--- config.mk ---
export PLATFORM = sky130hd
export DESIGN_NAME = button_events
export DESIGN_NICKNAME = d
export VERILOG_FILES = /design/src/rtl/button_events_pkg.sv /design/src/rtl/button_timer.sv /design/src/rtl/button_events.sv
export SDC_FILE = /design/constraint.sdc
export NUM_CORES = 1
export LEC_CHECK = 0
export BUFFER_PORTS_ARGS = -buffer_cell sky130_fd_sc_hd__buf_2
export CORE_UTILIZATION = 56
export CTS_BUF_LIST = sky130_fd_sc_hd__clkbuf_4 sky130_fd_sc_hd__clkbuf_8
export DETAILED_ROUTE_END_ITERATION = 10
export HOLD_SLACK_MARGIN = 0.03
export PLACE_DENSITY = 0.86
export SLEW_MARGIN = 5
export SYNTH_ARGS = -nofsm -noshare
export SYNTH_HDL_FRONTEND = slang
export SYNTH_HIERARCHICAL = 1
export SYNTH_SLANG_ARGS = --single-unit
--- constraint.sdc ---
create_clock -name in_clk -period 3.1 [get_ports in_clk]
set_clock_uncertainty 0.15 [all_clocks]
set_input_delay 0.62 -clock in_clk [delete_from_list [all_inputs] [get_ports in_clk]]
set_output_delay 0.62 -clock in_clk [all_outputs]
set_load 0.005 [all_outputs]
--- src/rtl/button_events_pkg.sv ---
// Shared types and helpers for the button event decoder.
package button_events_pkg;

  typedef enum logic [1:0] {
    BTN_IDLE,
    BTN_PRESSED,
    BTN_HELD
  } t_btn_state;

  function automatic int max_int(input int a, input int b);
    return (a > b) ? a : b;
  endfunction

endpackage

--- src/rtl/button_timer.sv ---
// Tick counter with terminal compare. Hit is combinational and the count self-clears on it,
// so the count never wraps.
module button_timer #(
  parameter int CNT_BITS = 4
) (
  input  logic                clk,
  input  logic                rst_n,
  input  logic                clr,
  input  logic                en,
  input  logic [CNT_BITS-1:0] cmp,
  output logic                hit
);

  logic [CNT_BITS-1:0] cnt;
  logic [CNT_BITS-1:0] cnt_inc;

  assign cnt_inc = cnt + CNT_BITS'(1);
  assign hit     = en & ~clr & (cnt_inc == cmp);

  always_ff @(posedge clk or negedge rst_n) begin
    if (!rst_n)          cnt <= '0;
    else if (clr || hit) cnt <= '0;
    else if (en)         cnt <= cnt_inc;
  end

endmodule

--- src/rtl/button_events.sv ---
// Debounced button level -> registered press/release/click/long/repeat pulses.
// Hold time is measured in in_tick strobes.
module button_events
  import button_events_pkg::*;
#(
  parameter int LONG_TICKS    = 1000,
  parameter int REPEAT_TICKS  = 200,
  parameter int REPEAT_ENABLE = 1,
  parameter int CNT_BITS      = $clog2(max_int(LONG_TICKS, REPEAT_TICKS)) + 1
) (
  input  logic in_clk,
  input  logic in_rst,
  input  logic in_tick,
  input  logic in_button,
  output logic out_pressed,
  output logic out_press,
  output logic out_release,
  output logic out_click,
  output logic out_long,
  output logic out_repeat
);

  generate
    if (LONG_TICKS < 1 || REPEAT_TICKS < 1) begin : g_bad_param
      $error("button_events: LONG_TICKS and REPEAT_TICKS must be >= 1");
    end
  endgenerate

  localparam logic [CNT_BITS-1:0] LONG_CMP   = CNT_BITS'(LONG_TICKS);
  localparam logic [CNT_BITS-1:0] REPEAT_CMP = CNT_BITS'(REPEAT_TICKS);
  localparam logic                REP_EN     = (REPEAT_ENABLE != 0);

  t_btn_state          state_q, state_d;
  logic                pressed_d, press_d, release_d, click_d, long_d, repeat_d;
  logic                tmr_clr, tmr_en, tmr_hit;
  logic [CNT_BITS-1:0] tmr_cmp;

  button_timer #(.CNT_BITS(CNT_BITS)) u_timer (
    .clk   (in_clk),
    .rst_n (in_rst),
    .clr   (tmr_clr),
    .en    (tmr_en),
    .cmp   (tmr_cmp),
    .hit   (tmr_hit)
  );

  always_comb begin
    state_d   = state_q;
    press_d   = 1'b0;
    release_d = 1'b0;
    click_d   = 1'b0;
    long_d    = 1'b0;
    repeat_d  = 1'b0;
    tmr_clr   = 1'b0;
    tmr_en    = 1'b0;
    tmr_cmp   = LONG_CMP;
    case (state_q)
      BTN_IDLE: begin
        tmr_clr = 1'b1;
        if (in_button) begin
          state_d = BTN_PRESSED;
          press_d = 1'b1;
        end
      end
      BTN_PRESSED: begin
        if (!in_button) begin
          state_d   = BTN_IDLE;
          release_d = 1'b1;
          click_d   = 1'b1;
          tmr_clr   = 1'b1;
        end else begin
          // out_press is high exactly in the entry cycle, which never counts a tick
          tmr_en = in_tick & ~out_press;
          if (tmr_hit) begin
            state_d = BTN_HELD;
            long_d  = 1'b1;
          end
        end
      end
      BTN_HELD: begin
        tmr_cmp = REPEAT_CMP;
        if (!in_button) begin
          state_d   = BTN_IDLE;
          release_d = 1'b1;
          tmr_clr   = 1'b1;
        end else begin
          tmr_en = in_tick & REP_EN;
          if (tmr_hit) repeat_d = 1'b1;
        end
      end
      default: begin
        state_d = BTN_IDLE;
        tmr_clr = 1'b1;
      end
    endcase
    pressed_d = (state_d != BTN_IDLE);
  end

  always_ff @(posedge in_clk or negedge in_rst) begin
    if (!in_rst) begin
      state_q     <= BTN_IDLE;
      out_pressed <= 1'b0;
      out_press   <= 1'b0;
      out_release <= 1'b0;
      out_click   <= 1'b0;
      out_long    <= 1'b0;
      out_repeat  <= 1'b0;
    end else begin
      state_q     <= state_d;
      out_pressed <= pressed_d;
      out_press   <= press_d;
      out_release <= release_d;
      out_click   <= click_d;
      out_long    <= long_d;
      out_repeat  <= repeat_d;
    end
  end

endmodule

### After elaboration in Yosys (flattened, before gate mapping)

Index checks and enable logic that the tools add are counted.

* mux-type cells: 21
* equality and inequality tests: 3
* bitwise operators: 5
* add/subtract/negate cells: 1
* reduce and logical (&&, ||, !) cells: 5

Operators with widths (number)
* $mux 11: 2
* $mux 1: 12
* $add 11x1->11 const B: 1
* $eq 11x10->1: 1
* $mux 10: 1
* $mux 2: 4
* $pmux 2 s3: 1
* $reduce_bool 2->1: 2
* $and 1x1->1: 3
* $eq 2x1->1 const B: 1
* $eq 2x2->1 const B: 1
* $logic_not 2->1: 1
* $not 1->1: 2
* $pmux 1 s2: 1
* $reduce_or 2->1: 1
* $logic_or 1x1->1: 1

* bits of input ports: 4
* output and inout port bits: 6
* word-level logic and storage cells: 43
* bits in registers: 19

### Depth between registers and ports, before layout

* depth in word-level cells: 10
* depth in mapped cells: 13
* gate-level depth less buffers: 11

### Modules after synthesis

The synthesis kept the hierarchy.

Modules (own cells, without submodules)
* button_timer: instances 1, area an instance 1047.3 um^2, cells an instance 113, seq. area each 275.3 um^2
* button_events: instances 1, area an instance 425.4 um^2, cells an instance 40, seq. area each 200.2 um^2

### Worst setup path before layout

OpenSTA, ideal clock, no wires.

* path type: flip-flop to flip-flop
* start point: reg state_q[0]
* end point: reg out_pressed
* slack: -0.066 ns
* data arrival time: 2.913 ns
* required time: 2.846 ns
* library setup time: 0.104 ns
* period minus slack after synthesis: 3.166 ns
* path buffers: 2
* stages on the path, launching flop included: 14
* cells stage by stage: dfrtp_1 -> inv_1 -> ha_1 -> nand3_1 -> a21oi_1 -> clkbuf_1 -> nor4b_2 -> o221ai_2 -> a2111oi_4 -> buf_6 -> and2_1 -> a31oi_1 -> or4_4 -> o41ai_2

* elaborated cells between the ends (all ways): 17
* classes of those cells: eq/ne (3); mux (8); bitwise (3); reduce/logical (3)

RTL lines
* from (decl): RTL line button_events.sv:33 `t_btn_state state_q, state_d;`
* from (signal assigned): RTL line button_events.sv:109 `state_q <= state_d;`
* $eq 2x2->1 or $eq 2x1->1 (tied branches): RTL line button_events.sv:57 `case (state_q)`
* $pmux 1 s2 *: RTL line button_events.sv:57
* via tmr_en: RTL line button_events.sv:35 `logic tmr_clr, tmr_en, tmr_hit;`
* $and 1x1->1 * (2 in a row): RTL line button_timer.sv:18 `assign hit = en & ~clr & (cnt_inc == cmp);`
* via tmr_hit: RTL line button_events.sv:35
* $mux 2 *: RTL line button_events.sv:74 `if (tmr_hit) begin`
* $mux 2 *: RTL line button_events.sv:66 `if (!in_button) begin`
* $pmux 2 s3 *: RTL line button_events.sv:57
* $reduce_bool 2->1 *: RTL line button_events.sv:96 `pressed_d = (state_d != BTN_IDLE);`
* via pressed_d: RTL line button_events.sv:34 `logic pressed_d, press_d, release_d, click_d, long_d, repeat_d;`
* to (signal assigned): RTL line button_events.sv:110 `out_pressed <= pressed_d;`
* to (decl): RTL line button_events.sv:15 `output logic out_pressed,`

Mark *: on every way through the listed nets, which the timed path passes. The rest lies on a longest branch.
A chain may end at the register's enable or synchronous reset.

### Final worst setup path

* start point: reg state_q[1]
* end point: reg out_pressed

The elaborated chain is that of the path after synthesis.

==> summary.txt <==
Synthesis
  – Mapped Cells: 153
  – Post-synth ARST share: 100%
  – Netlist cell types: 45
  – #FFs+latches synth: 19
  – Most area-hungry cell type in the Yosys netlist: dfrtp_1
  – Main flop type after synthesis: dfrtp_1
  – Ranking of synthesized cells by area: dfrtp_1 32%, xnor2_1 7.7%, a211oi_1 6.6%
  – Number of synthesized flops with an enable pin: 0
  – Avg Inst Size Synth: 9.63 µm²
  – Yosys warnings: 6
  – Post-synth top area share: 32.3%
  – Mapped Area: 1470 µm²
  – Seq/Total Area, Yosys: 32.3%

GRT
  – Vias in the first global route: 1201
  – Grt ovf: 0
  – Gr busiest metal: met2
  – First-pass GRT wire length: around 5.2 mm
  – Largest net degree at the start of global routing: 20
  – GRT met1 Usage: 30.8%
  – GR met3 Demand/Resource: 1.72%
  – GRT Overall Usage: 25.9%
  – Antenna violations before repair: 0
  – M2 GR Usage: 47.7%

Die
  – Core area: 2480 µm²
  – Initial Utilization: roughly three fifths
  – DIE HEIGHT: between 50 and 60 µm
  – # IOs: 10
  – Full die area: 2840 µm²
  – Die X: 53.3 µm
  – Row Count: 18

Timing
  – Unrepaired setup endpoints after global routing: false
  – Fin Hold WS: 75.7 ps
  – Period utilisation layout: 94.1%
  – Final Critical Period: slightly below 3000 ps
  – Final setup fails: 0
  – TNS Setup: 0 ps
  – Fin. max-slew vios: 0
  – FMAX: 343 MHz
  – Final Hold Fails: 0

Setup path
  – CP Depth: 11
  – CP max FO: 5
  – CP startpoint: state_q[1]$_DFF_PN0_
  – Worst path buffer plus inverter count: 1
  – CP Cell Sequence: inv_1, ha_1, nand3_1, a21oi_1, nor4b_2, o221ai_2, a2111oi_4, and2_4, a31oi_1, or4_4, o41ai_2
  – Reg-to-reg endpoint: out_pressed$_DFF_PN0_
  – Crit path capture type: register
  – Critical Path RT: 3170 ps
  – Worst endpoint data arrival time: 2980 ps
  – Max stage delay on crit path: 530 ps
  – CP endpoint: out_pressed$_DFF_PN0_
  – Crit path max-delay family: simple AND/OR/NAND/NOR gates
  – WS Path Type: reg -> reg
  – Slowest-stage cell, CP: or4_4
  – CP startpoint kind: register
  – Reg-to-reg slack, setup: 180 ps
  – Worst reg2reg path depth: 11
  – RR Startpoint: state_q[1]$_DFF_PN0_

CTS
  – CTS Buffer Depth: 2
  – Buffer count from post-CTS setup fixing: 0
  – Clk Latency, worst-skew pair: 300 ps
  – CTS tree: done
  – Clk root buf: clkbuf_4
  – Clock-pin slew on the worst setup and hold paths: roughly 110 ps
  – CTS buffer count: 3
  – H-tree depth: 1
  – CTS Sinks: 19
  – Gates resized, CTS repair: 0
  – Hold buffer count at CTS: 0

Place
  – Placed inst area: 1590 µm²
  – Input/output buffers: 9
  – RePlAce Congestion: 0.911
  – Hpwl dp: around 2.4 mm

Finish
  – Nets: 188
  – Fraction of layout cells with a size suffix above 1: 19.9%
  – Design area: between 1500 and 2000 µm²
  – Diodes inserted: 0
  – Post-route core utilization: 65.3%
  – P&R area growth vs syn: 9.77%

Drt
  – Drt via density: 5.80
  – First drt pass iteration count: 4
  – Starting DRT DRC Count: 42
  – Detailed-route DRC error count: 0
  – Drt wl/cell: 15.1 µm
  – Final wirelength: around 3.1 mm
  – Routed Antenna Nets: 0
  – Vias: 1195

Power and ir drop
  – Worst VDD drop: 0.000415 V
  – Total Power: 0.000583 W
  – Leakage power: 0.670 nW
  – Pwr Density: 361 nW/µm²

Outcome
  – Run status: finished, final reports clean

Job
  – Max-cap violations: 0

Min path
  – Min-delay worst type: in -> async
[cell usage in the layout (no fill, tap or decap), types with 2 or more instances in the layout]
master     netlist  layout
o21ai_0          2       2
nand4_1          2       2
buf_2            0       9
xnor2_1         13      13
a21oi_1          3       3
and2_4           1       2
xor2_1           7       7
a2111oi_4        2       2
nand2b_1         2       2
a211oi_1        13      13
nor2_1           8       8
o211ai_1         2       2
dfrtp_1         19      18
ha_1             7       7
inv_1            8       8
nand3_1          3       3
nor2b_1          2       2
nand2_1         10      10
and2_1           3       2
nor3_1           5       5
a31oi_1          3       3
buf_4            4       9
conb_1           2      13
and3_1           4       4
nor4_1           4       4
clkbuf_4         1       3
[routing by layer]
layer / up-vias / part of all wire [%]
li1: 581 / -
met1: 579 / 41
met2: 29 / 54
met3: 6 / 2.8
met4: 0 / 1.4
met5: - / 0
[Yosys cell counts, types with 2 or more instances]
cell type / count
o21ai_0: 2
nor4_1: 4
and2_1: 3
a31oi_1: 3
buf_4: 4
a21oi_1: 3
dfrtp_1: 19
nand3_1: 3
nand2_1: 10
a211oi_1: 13
nand4_1: 2
xnor2_1: 13
buf_6: 3
nor2b_1: 2
xor2_1: 7
conb_1: 2
nor2_1: 8
ha_1: 7
o211ai_1: 2
a2111oi_4: 2
inv_1: 8
nor3_1: 5
clkbuf_1: 2
and3_1: 4
nand2b_1: 2
[worst reg2reg max path: stages, from the launching register on]
cell and delay [ps]:
dfrtp_2 420, inv_1 100, ha_1 320, nand3_1 70, a21oi_1 160, nor4b_2 250, o221ai_2 150, a2111oi_4 310
and2_4 210, a31oi_1 80, or4_4 530, o41ai_2 60
[area by class of cell]
cell class,count,area (µm²)
repair buffers,18,113
clock inverters,1,5.00
well taps,30,37.5
inverters,9,33.8
clock buffers,3,22.5
multi-input cells,126,928
fillers,218,861
flip-flops and latches,19,477
[registers in the layout, indices dropped and copies added, names as in the netlist]
register,flops
out_long,1
out_pressed,1
u_timer/cnt,11
out_release,1
state_q,2
out_repeat,1
out_press,1
out_click,1
[through the flow]
step | cells | setup WS, ps
4_1_cts | 206 | 113
3_5_place_dp | 202 | 146
6_report | 206 | 184
3_3_place_gp | 202 | 235
2_1_floorplan | 164 | 25.9
5_1_grt | 206 | 12.2
[where the power goes]
group | internal [W] | switching [W] | leakage [nW]
clock network | 0.0000482 | 0.0000775 | 0.0177
registers | 0.000271 | 0.00000805 | 0.258
logic | 0.0000746 | 0.000104 | 0.395
total | 0.000394 | 0.000190 | 0.670
[logic make-up (layout without fill, tap and decap cells)]
kind of cell	count (synthesis)	in the layout	share of synthesized area, %
AO/OA/AOI/OAI	33	33	20.1
flip-flops	19	19	32.3
XOR/XNOR	20	20	11.9
other	2	13	0.510
buffers and inverters	19	31	7.65
adder cells (fa/ha/maj)	7	7	5.95
multiplexers	1	1	0.680
AND/OR/NAND/NOR	52	52	20.9
[how the worst min path moves through the flow]
stage               startpoint                          to  slack, ps  depth (start not counted)
finish                  in_rst  u_timer/cnt[3]$_DFFE_PN0P_         80                          1
global route            in_rst  u_timer/cnt[5]$_DFFE_PN0P_        100                          1
CTS                     in_rst  u_timer/cnt[3]$_DFFE_PN0P_         80                          1
detailed placement      in_rst  u_timer/cnt[3]$_DFFE_PN0P_        430                          1
global placement        in_rst  u_timer/cnt[9]$_DFFE_PN0P_        420                          1
floorplan               in_rst         out_click$_DFF_PN0_        170                          0
Power figures use the tool's default switching activity.
